File: config.mk
export PLATFORM = sky130hd
export DESIGN_NAME = inst_mem_loader
export DESIGN_NICKNAME = d
export VERILOG_FILES = /design/src/rtl/inst_mem_loader.sv
export SDC_FILE = /design/constraint.sdc
export NUM_CORES = 1
export LEC_CHECK = 0
export CELL_PAD_IN_SITES_DETAIL_PLACEMENT = 2
export CELL_PAD_IN_SITES_GLOBAL_PLACEMENT = 2
export CORE_UTILIZATION = 30
export DETAILED_ROUTE_END_ITERATION = 7
export HOLD_SLACK_MARGIN = 0.08
export PLACE_DENSITY = 0.71
export SYNTH_ARGS = -nofsm -noshare
export SYNTH_HDL_FRONTEND = slang
export SYNTH_SLANG_ARGS = --single-unit
File: constraint.sdc
create_clock -name i_clk -period 2.2 [get_ports i_clk]
set_input_delay 0.66 -clock i_clk [delete_from_list [all_inputs] [get_ports i_clk]]
set_output_delay 0.66 -clock i_clk [all_outputs]
set_load 0.03 [all_outputs]
File: src/rtl/inst_mem_loader.sv
// inst_mem_loader: writes a framed little-endian byte stream into the PicoRV32
// instruction memory. Define LOADER_CHECKSUM_EN to expect a trailing XOR checksum byte.
module inst_mem_loader #(
  parameter int ADDR_W = 12
) (
  input  logic              i_clk,
  input  logic              i_reset,
  input  logic [7:0]        i_in_data,
  input  logic              i_in_valid,
  output logic              o_in_ready,
  input  logic              i_load_req,
  output logic              o_inst_mem_en,
  output logic [3:0]        o_inst_mem_wen,
  output logic [ADDR_W-1:0] o_inst_mem_addr,
  output logic [31:0]       o_inst_mem_data,
  output logic              o_core_resetn,
  output logic              o_load_done,
  output logic              o_load_err
);

`ifdef LOADER_CHECKSUM_EN
  typedef enum logic [2:0] {
    S_IDLE = 3'd0, S_CNT = 3'd1, S_DATA = 3'd2, S_DONE = 3'd3, S_ERR = 3'd4, S_CHK = 3'd5
  } state_t;
  localparam state_t S_AFTER = S_CHK;
`else
  typedef enum logic [2:0] {
    S_IDLE = 3'd0, S_CNT = 3'd1, S_DATA = 3'd2, S_DONE = 3'd3, S_ERR = 3'd4
  } state_t;
  localparam state_t S_AFTER = S_DONE;
`endif

  localparam logic [16:0] DEPTH = 17'd1 << ADDR_W;

  state_t              r_state;
  state_t              w_state_dec;
  state_t              w_state_nxt;
  logic                r_in_ready;
  logic                r_core_resetn;
  logic                r_load_done;
  logic                r_load_err;
  logic                w_ready_nxt;
  logic                w_done_nxt;
  logic                w_err_nxt;
  logic                r_mem_en;
  logic [3:0]          r_mem_wen;
  logic [ADDR_W-1:0]   r_mem_addr;
  logic [31:0]         r_mem_data;
  logic [ADDR_W-1:0]   r_addr;
  logic [7:0]          r_cnt_lo;
  logic [15:0]         r_count;
  logic [16:0]         r_word_cnt;
  logic [1:0]          r_idx;
  logic [23:0]         r_shift;
  logic                w_accept;
  logic [15:0]         w_count;
  logic                w_oversize;
  logic                w_last_word;
`ifdef LOADER_CHECKSUM_EN
  logic [7:0]          r_xor;
  logic                w_sum_ok;
  assign w_sum_ok = (i_in_data == r_xor);
`endif

  // A byte presented alongside load_req is never consumed.
  assign w_accept    = i_in_valid && r_in_ready && !i_load_req;
  assign w_count     = {i_in_data, r_cnt_lo};
  assign w_oversize  = ({1'b0, w_count} > DEPTH);
  assign w_last_word = ((r_word_cnt + 17'd1) == {1'b0, r_count});

  // Next-state decode and the values the status registers load next.
  always_comb begin
    w_state_dec = r_state;
    w_state_nxt = r_state;
    w_ready_nxt = 1'b0;
    w_done_nxt  = 1'b0;
    w_err_nxt   = 1'b0;
    case (r_state)
      S_IDLE: begin
        if (w_accept) w_state_dec = S_CNT;
        else          w_state_dec = r_state;
      end
      S_CNT: begin
        if (!w_accept)              w_state_dec = r_state;
        else if (w_oversize)        w_state_dec = S_ERR;
        else if (w_count == 16'd0)  w_state_dec = S_AFTER;
        else                        w_state_dec = S_DATA;
      end
      S_DATA: begin
        if (w_accept && (r_idx == 2'd3) && w_last_word) w_state_dec = S_AFTER;
        else                                            w_state_dec = r_state;
      end
`ifdef LOADER_CHECKSUM_EN
      S_CHK: begin
        if (!w_accept)     w_state_dec = r_state;
        else if (w_sum_ok) w_state_dec = S_DONE;
        else               w_state_dec = S_ERR;
      end
`endif
      S_DONE:  w_state_dec = S_DONE;
      S_ERR:   w_state_dec = S_ERR;
      default: w_state_dec = S_IDLE;
    endcase
    if (i_load_req) begin
      w_state_nxt = S_IDLE;
    end else begin
      w_state_nxt = w_state_dec;
    end
    w_ready_nxt = !i_load_req && (w_state_nxt != S_DONE) && (w_state_nxt != S_ERR);
    // Release waits one cycle after entering DONE so the last write strobe has retired.
`ifdef LOADER_CHECKSUM_EN
    w_done_nxt = (w_state_nxt == S_DONE) && ((r_state == S_DONE) || (r_state == S_CHK));
`else
    w_done_nxt = (w_state_nxt == S_DONE) && (r_state == S_DONE);
`endif
    w_err_nxt = (w_state_nxt == S_ERR);
  end

  // State and status registers.
  always_ff @(posedge i_clk) begin
    if (i_reset) begin
      r_state       <= S_IDLE;
      r_in_ready    <= 1'b1;
      r_core_resetn <= 1'b0;
      r_load_done   <= 1'b0;
      r_load_err    <= 1'b0;
    end else begin
      r_state       <= w_state_nxt;
      r_in_ready    <= w_ready_nxt;
      r_core_resetn <= w_done_nxt;
      r_load_done   <= w_done_nxt;
      r_load_err    <= w_err_nxt;
    end
  end

  // Byte assembly, write strobe and frame bookkeeping.
  always_ff @(posedge i_clk) begin
    if (i_reset) begin
      r_mem_en   <= 1'b0;
      r_mem_wen  <= 4'b0000;
      r_mem_addr <= {ADDR_W{1'b0}};
      r_mem_data <= 32'h0000_0000;
      r_addr     <= {ADDR_W{1'b0}};
      r_cnt_lo   <= 8'h00;
      r_count    <= 16'h0000;
      r_word_cnt <= 17'd0;
      r_idx      <= 2'd0;
      r_shift    <= 24'h00_0000;
`ifdef LOADER_CHECKSUM_EN
      r_xor      <= 8'h00;
`endif
    end else if (i_load_req) begin
      r_mem_en   <= 1'b0;
      r_mem_wen  <= 4'b0000;
      r_addr     <= {ADDR_W{1'b0}};
      r_word_cnt <= 17'd0;
      r_idx      <= 2'd0;
`ifdef LOADER_CHECKSUM_EN
      r_xor      <= 8'h00;
`endif
    end else begin
      r_mem_en  <= 1'b0;
      r_mem_wen <= 4'b0000;
      if (w_accept) begin
        case (r_state)
          S_IDLE: r_cnt_lo <= i_in_data;
          S_CNT:  r_count  <= w_count;
          S_DATA: begin
            if (r_idx == 2'd3) begin
              r_mem_en   <= 1'b1;
              r_mem_wen  <= 4'b1111;
              r_mem_addr <= r_addr;
              r_mem_data <= {i_in_data, r_shift};
              r_addr     <= r_addr + {{(ADDR_W-1){1'b0}}, 1'b1};
              r_word_cnt <= r_word_cnt + 17'd1;
            end else begin
              r_shift <= {i_in_data, r_shift[23:8]};
            end
            r_idx <= r_idx + 2'd1;
          end
          default: begin
          end
        endcase
`ifdef LOADER_CHECKSUM_EN
        if ((r_state == S_IDLE) || (r_state == S_CNT) || (r_state == S_DATA)) begin
          r_xor <= r_xor ^ i_in_data;
        end
`endif
      end
    end
  end

  assign o_in_ready      = r_in_ready;
  assign o_inst_mem_en   = r_mem_en;
  assign o_inst_mem_wen  = r_mem_wen;
  assign o_inst_mem_addr = r_mem_addr;
  assign o_inst_mem_data = r_mem_data;
  assign o_core_resetn   = r_core_resetn;
  assign o_load_done     = r_load_done;
  assign o_load_err      = r_load_err;

endmodule

==> impl_results.md <==
* WP buf/inv at 1
* Grt ovf at 0
* Layout cell share with drive strength beyond 1 at 14.1%
* # setup viols final at 0
* CP startpoint kind: flip-flop
* CORE AREA at 17200 sq um
* Setup TNS Final at 0 ns
* Clock Tree Root: clkbuf_16
* First-pass GRT wire length at 26500 microns
* Ys async rst share at 0%
* Vias in the first global route at 5086
* RR Startpoint: r_word_cnt[10]
* Static Leak at 2.64 nW
* Nets at 739
* Die area at 18200 sq um
* Synth top area share at 49.2%
* Bufs on Longest Clock Path at 2
* Num rows at 48
* Critical path's largest stage delay at 0.69 ns
* Die Span Y at 135 microns
* Synth area leaders: dfxtp_1, nand2_1, a21oi_1
* Setup crit end kind: output port
* CTS tree: yes
* DP HPWL at 11200 microns
* Clock skew at 0.0105 ns
* Hold Vio Cnt, Final at 0
* Initial DRC count at 168
* Cell Area, Synth at 5290 sq um
* Max Freq at 465 MHz
* DRC viols at 0
* Wirelength per Cell at 17.3 microns
* CP max-delay cell: clkdlybuf4s50_1
* Global placement routability congestion at 0.788
* Post-route cell area at 7150 sq um
* Worst path cell trace: clkdlybuf4s50_1
* Initial antenna violation count at 0
* Most common cell after layout, fill and taps aside: nand2_1
* Area Growth Syn to Fin at 35.3%
* Register area share after synthesis at 49.2%
* VDD IR max at 0.519 mV
* Clock Pin Slew Worst Setup and Hold Paths at 0.06 ns
* Worst EP arrival at 1.49 ns
* Buffers on Ports at 64
* Critical path capture point: o_inst_mem_wen[3]
* Ports at 65
* Worst r2r path cells at 6
* EDFF count, synth at 0
* Antenna Cells at 0
* Hold WC Path Type: reg2reg
* Setup Crit Path Kind: reg2out
* Placed cell area at 6440 sq um
* Via count at 4717
* Crit Path Max Fanout at 5
* Commonest cells after routing, fill and taps aside: nand2_1, dfxtp_1, a21oi_1
* Max Cap Violations at 0
* CP delay by family, top: buffers and inverters
* Detailed-router iteration count before antenna repair at 6
* Reg2reg end: r_state[0]
* Post-synth top area cell: dfxtp_1
* Ys Warns at 0
* CTS H-tree depth at 4
* GRT Total Usage at 19.0%
* Pin count of the biggest net entering global routing at 96
* Worst skew pair latency at 0.42 ns
* Number of routed nets with antenna violations at 0
* Worst slew pin tran at 0.584 ns
* Fin crit share at 97.7%
* Status: finished clean
* CTS sink count at 130
* Slew margin rel. at 61.0%
* Tmin final at 2.15 ns
* Final WL at 16600 microns
* Synth Area per Inst at 8.36 sq um
* CTS Buf Count at 17
* Distinct cells, synth at 42
* CP Depth at 1
* CP startpoint: o_inst_mem_wen[2]
* Die width at 135 microns
* P per Cell Area at 728 nW/um^2
* Vias per cell at 4.90
* Smallest hold slack at 0.453 ns
* CP required at 1.54 ns
* Prevailing post-synth register cell: dfxtp_1
* Synthesized Nets at 647
* Synthesized flop and latch total at 130
* Final slew viol count at 0
* Initial Utilization at 30.7%
* Syn Inst Count at 632
* Reg2Reg Setup Slack at 0.09 ns
[registers in the layout, indices dropped and copies added, names as in the netlist]
| register | cells |
|---|---|
| o_inst_mem_data | 32 |
| r_shift | 24 |
| r_word_cnt | 17 |
| r_count | 16 |
| o_inst_mem_addr | 12 |
| r_addr | 12 |
| r_cnt_lo | 8 |
| r_state | 3 |
| r_idx | 2 |
| o_in_ready | 1 |
| o_inst_mem_wen | 1 |
| o_load_done | 1 |
| o_load_err | 1 |
[power breakdown]
| group | switching [mW] | internal (mW) | total [mW] |
|---|---|---|---|
| Sequential | 0.00878 | 2.36 | 2.37 |
| Clock | 1.06 | 1.61 | 2.67 |
| Combinational | 0.0944 | 0.0696 | 0.164 |
[cells by family (layout without fill, tap and decap cells)]
group,count (synthesis),count (layout),synth area share [%]
DFF,130,130,49.2
xor gates and xnor gates,46,46,7.62
buffers and inverters,47,152,3.81
and+or+nand+nor,278,278,23.0
AOI/OAI and AO/OA,101,101,10.5
adders and majority gates,3,3,0.710
muxes,27,27,5.11
[cells in the mapped netlist (3+ instances only)]
library cell / count
a21oi_1: 80
and3_1: 3
buf_4: 5
clkbuf_1: 32
clkbuf_2: 3
dfxtp_1: 130
ha_1: 3
inv_1: 5
mux2i_1: 27
nand2_1: 153
nand3_1: 8
nand3b_1: 4
nand4_1: 9
nor2_1: 64
nor3_1: 8
nor4_1: 6
o21ai_0: 9
or3_1: 10
xnor2_1: 33
xor2_1: 13
[final cells by class]
type                    instances  area [sq um]
repair buffers                115          1100
flip-flops and latches        130          2610
multi-input cells             455          2600
well taps                     225           282
clock buffers                  24           472
fillers                      1882         10100
inverters                       5          18.8
clock inverters                 8          78.8
[stage by stage]
stage / worst slack, ns / power (mW) / instances / util, %
5_1_grt: -0.0285 / 5.39 / 962 / 41.5
3_3_place_gp: -0.545 / 2.58 / 924 / 37.4
3_5_place_dp: -0.672 / 2.59 / 924 / 37.4
4_1_cts: -0.0656 / 5.27 / 957 / 40.9
2_1_floorplan: 0.0201 / 2.49 / 632 / -
6_report: 0.0514 / 5.21 / 962 / 41.5
[routing by layer]
metal,global-route usage (%),routed length [microns]
met3,3.45,416
met4,7.37,225
met1,22.7,7480
met2,33.5,8490
met5,0,0
[worst min-delay path by stage]
| stage | start | end | slack, ns | cells after the start |
|---|---|---|---|---|
| after floorplan | r_shift[0] | o_inst_mem_data[0] | 0.43 | 2 |
| after global placement | r_shift[0] | o_inst_mem_data[0] | 0.44 | 2 |
| after detailed placement | o_inst_mem_data[10] | o_inst_mem_data[10] | 0.45 | 2 |
| after CTS | o_inst_mem_data[10] | o_inst_mem_data[10] | 0.46 | 2 |
| after global routing | r_shift[1] | r_shift[1] | 0.47 | 2 |
| final | o_inst_mem_data[10] | o_inst_mem_data[10] | 0.45 | 2 |
[timing repair]
| item | CTS | global route |
|---|---|---|
| hold endpoints to repair | 0 | 0 |
| setup buffers | 1 | 5 |
| pin swaps | 6 | 8 |
| setup endpoints to repair | 14 | 35 |
| hold buffers | 0 | 0 |
| resized for setup | 10 | 19 |
Note: power is estimated with default switching activity, not from simulation.
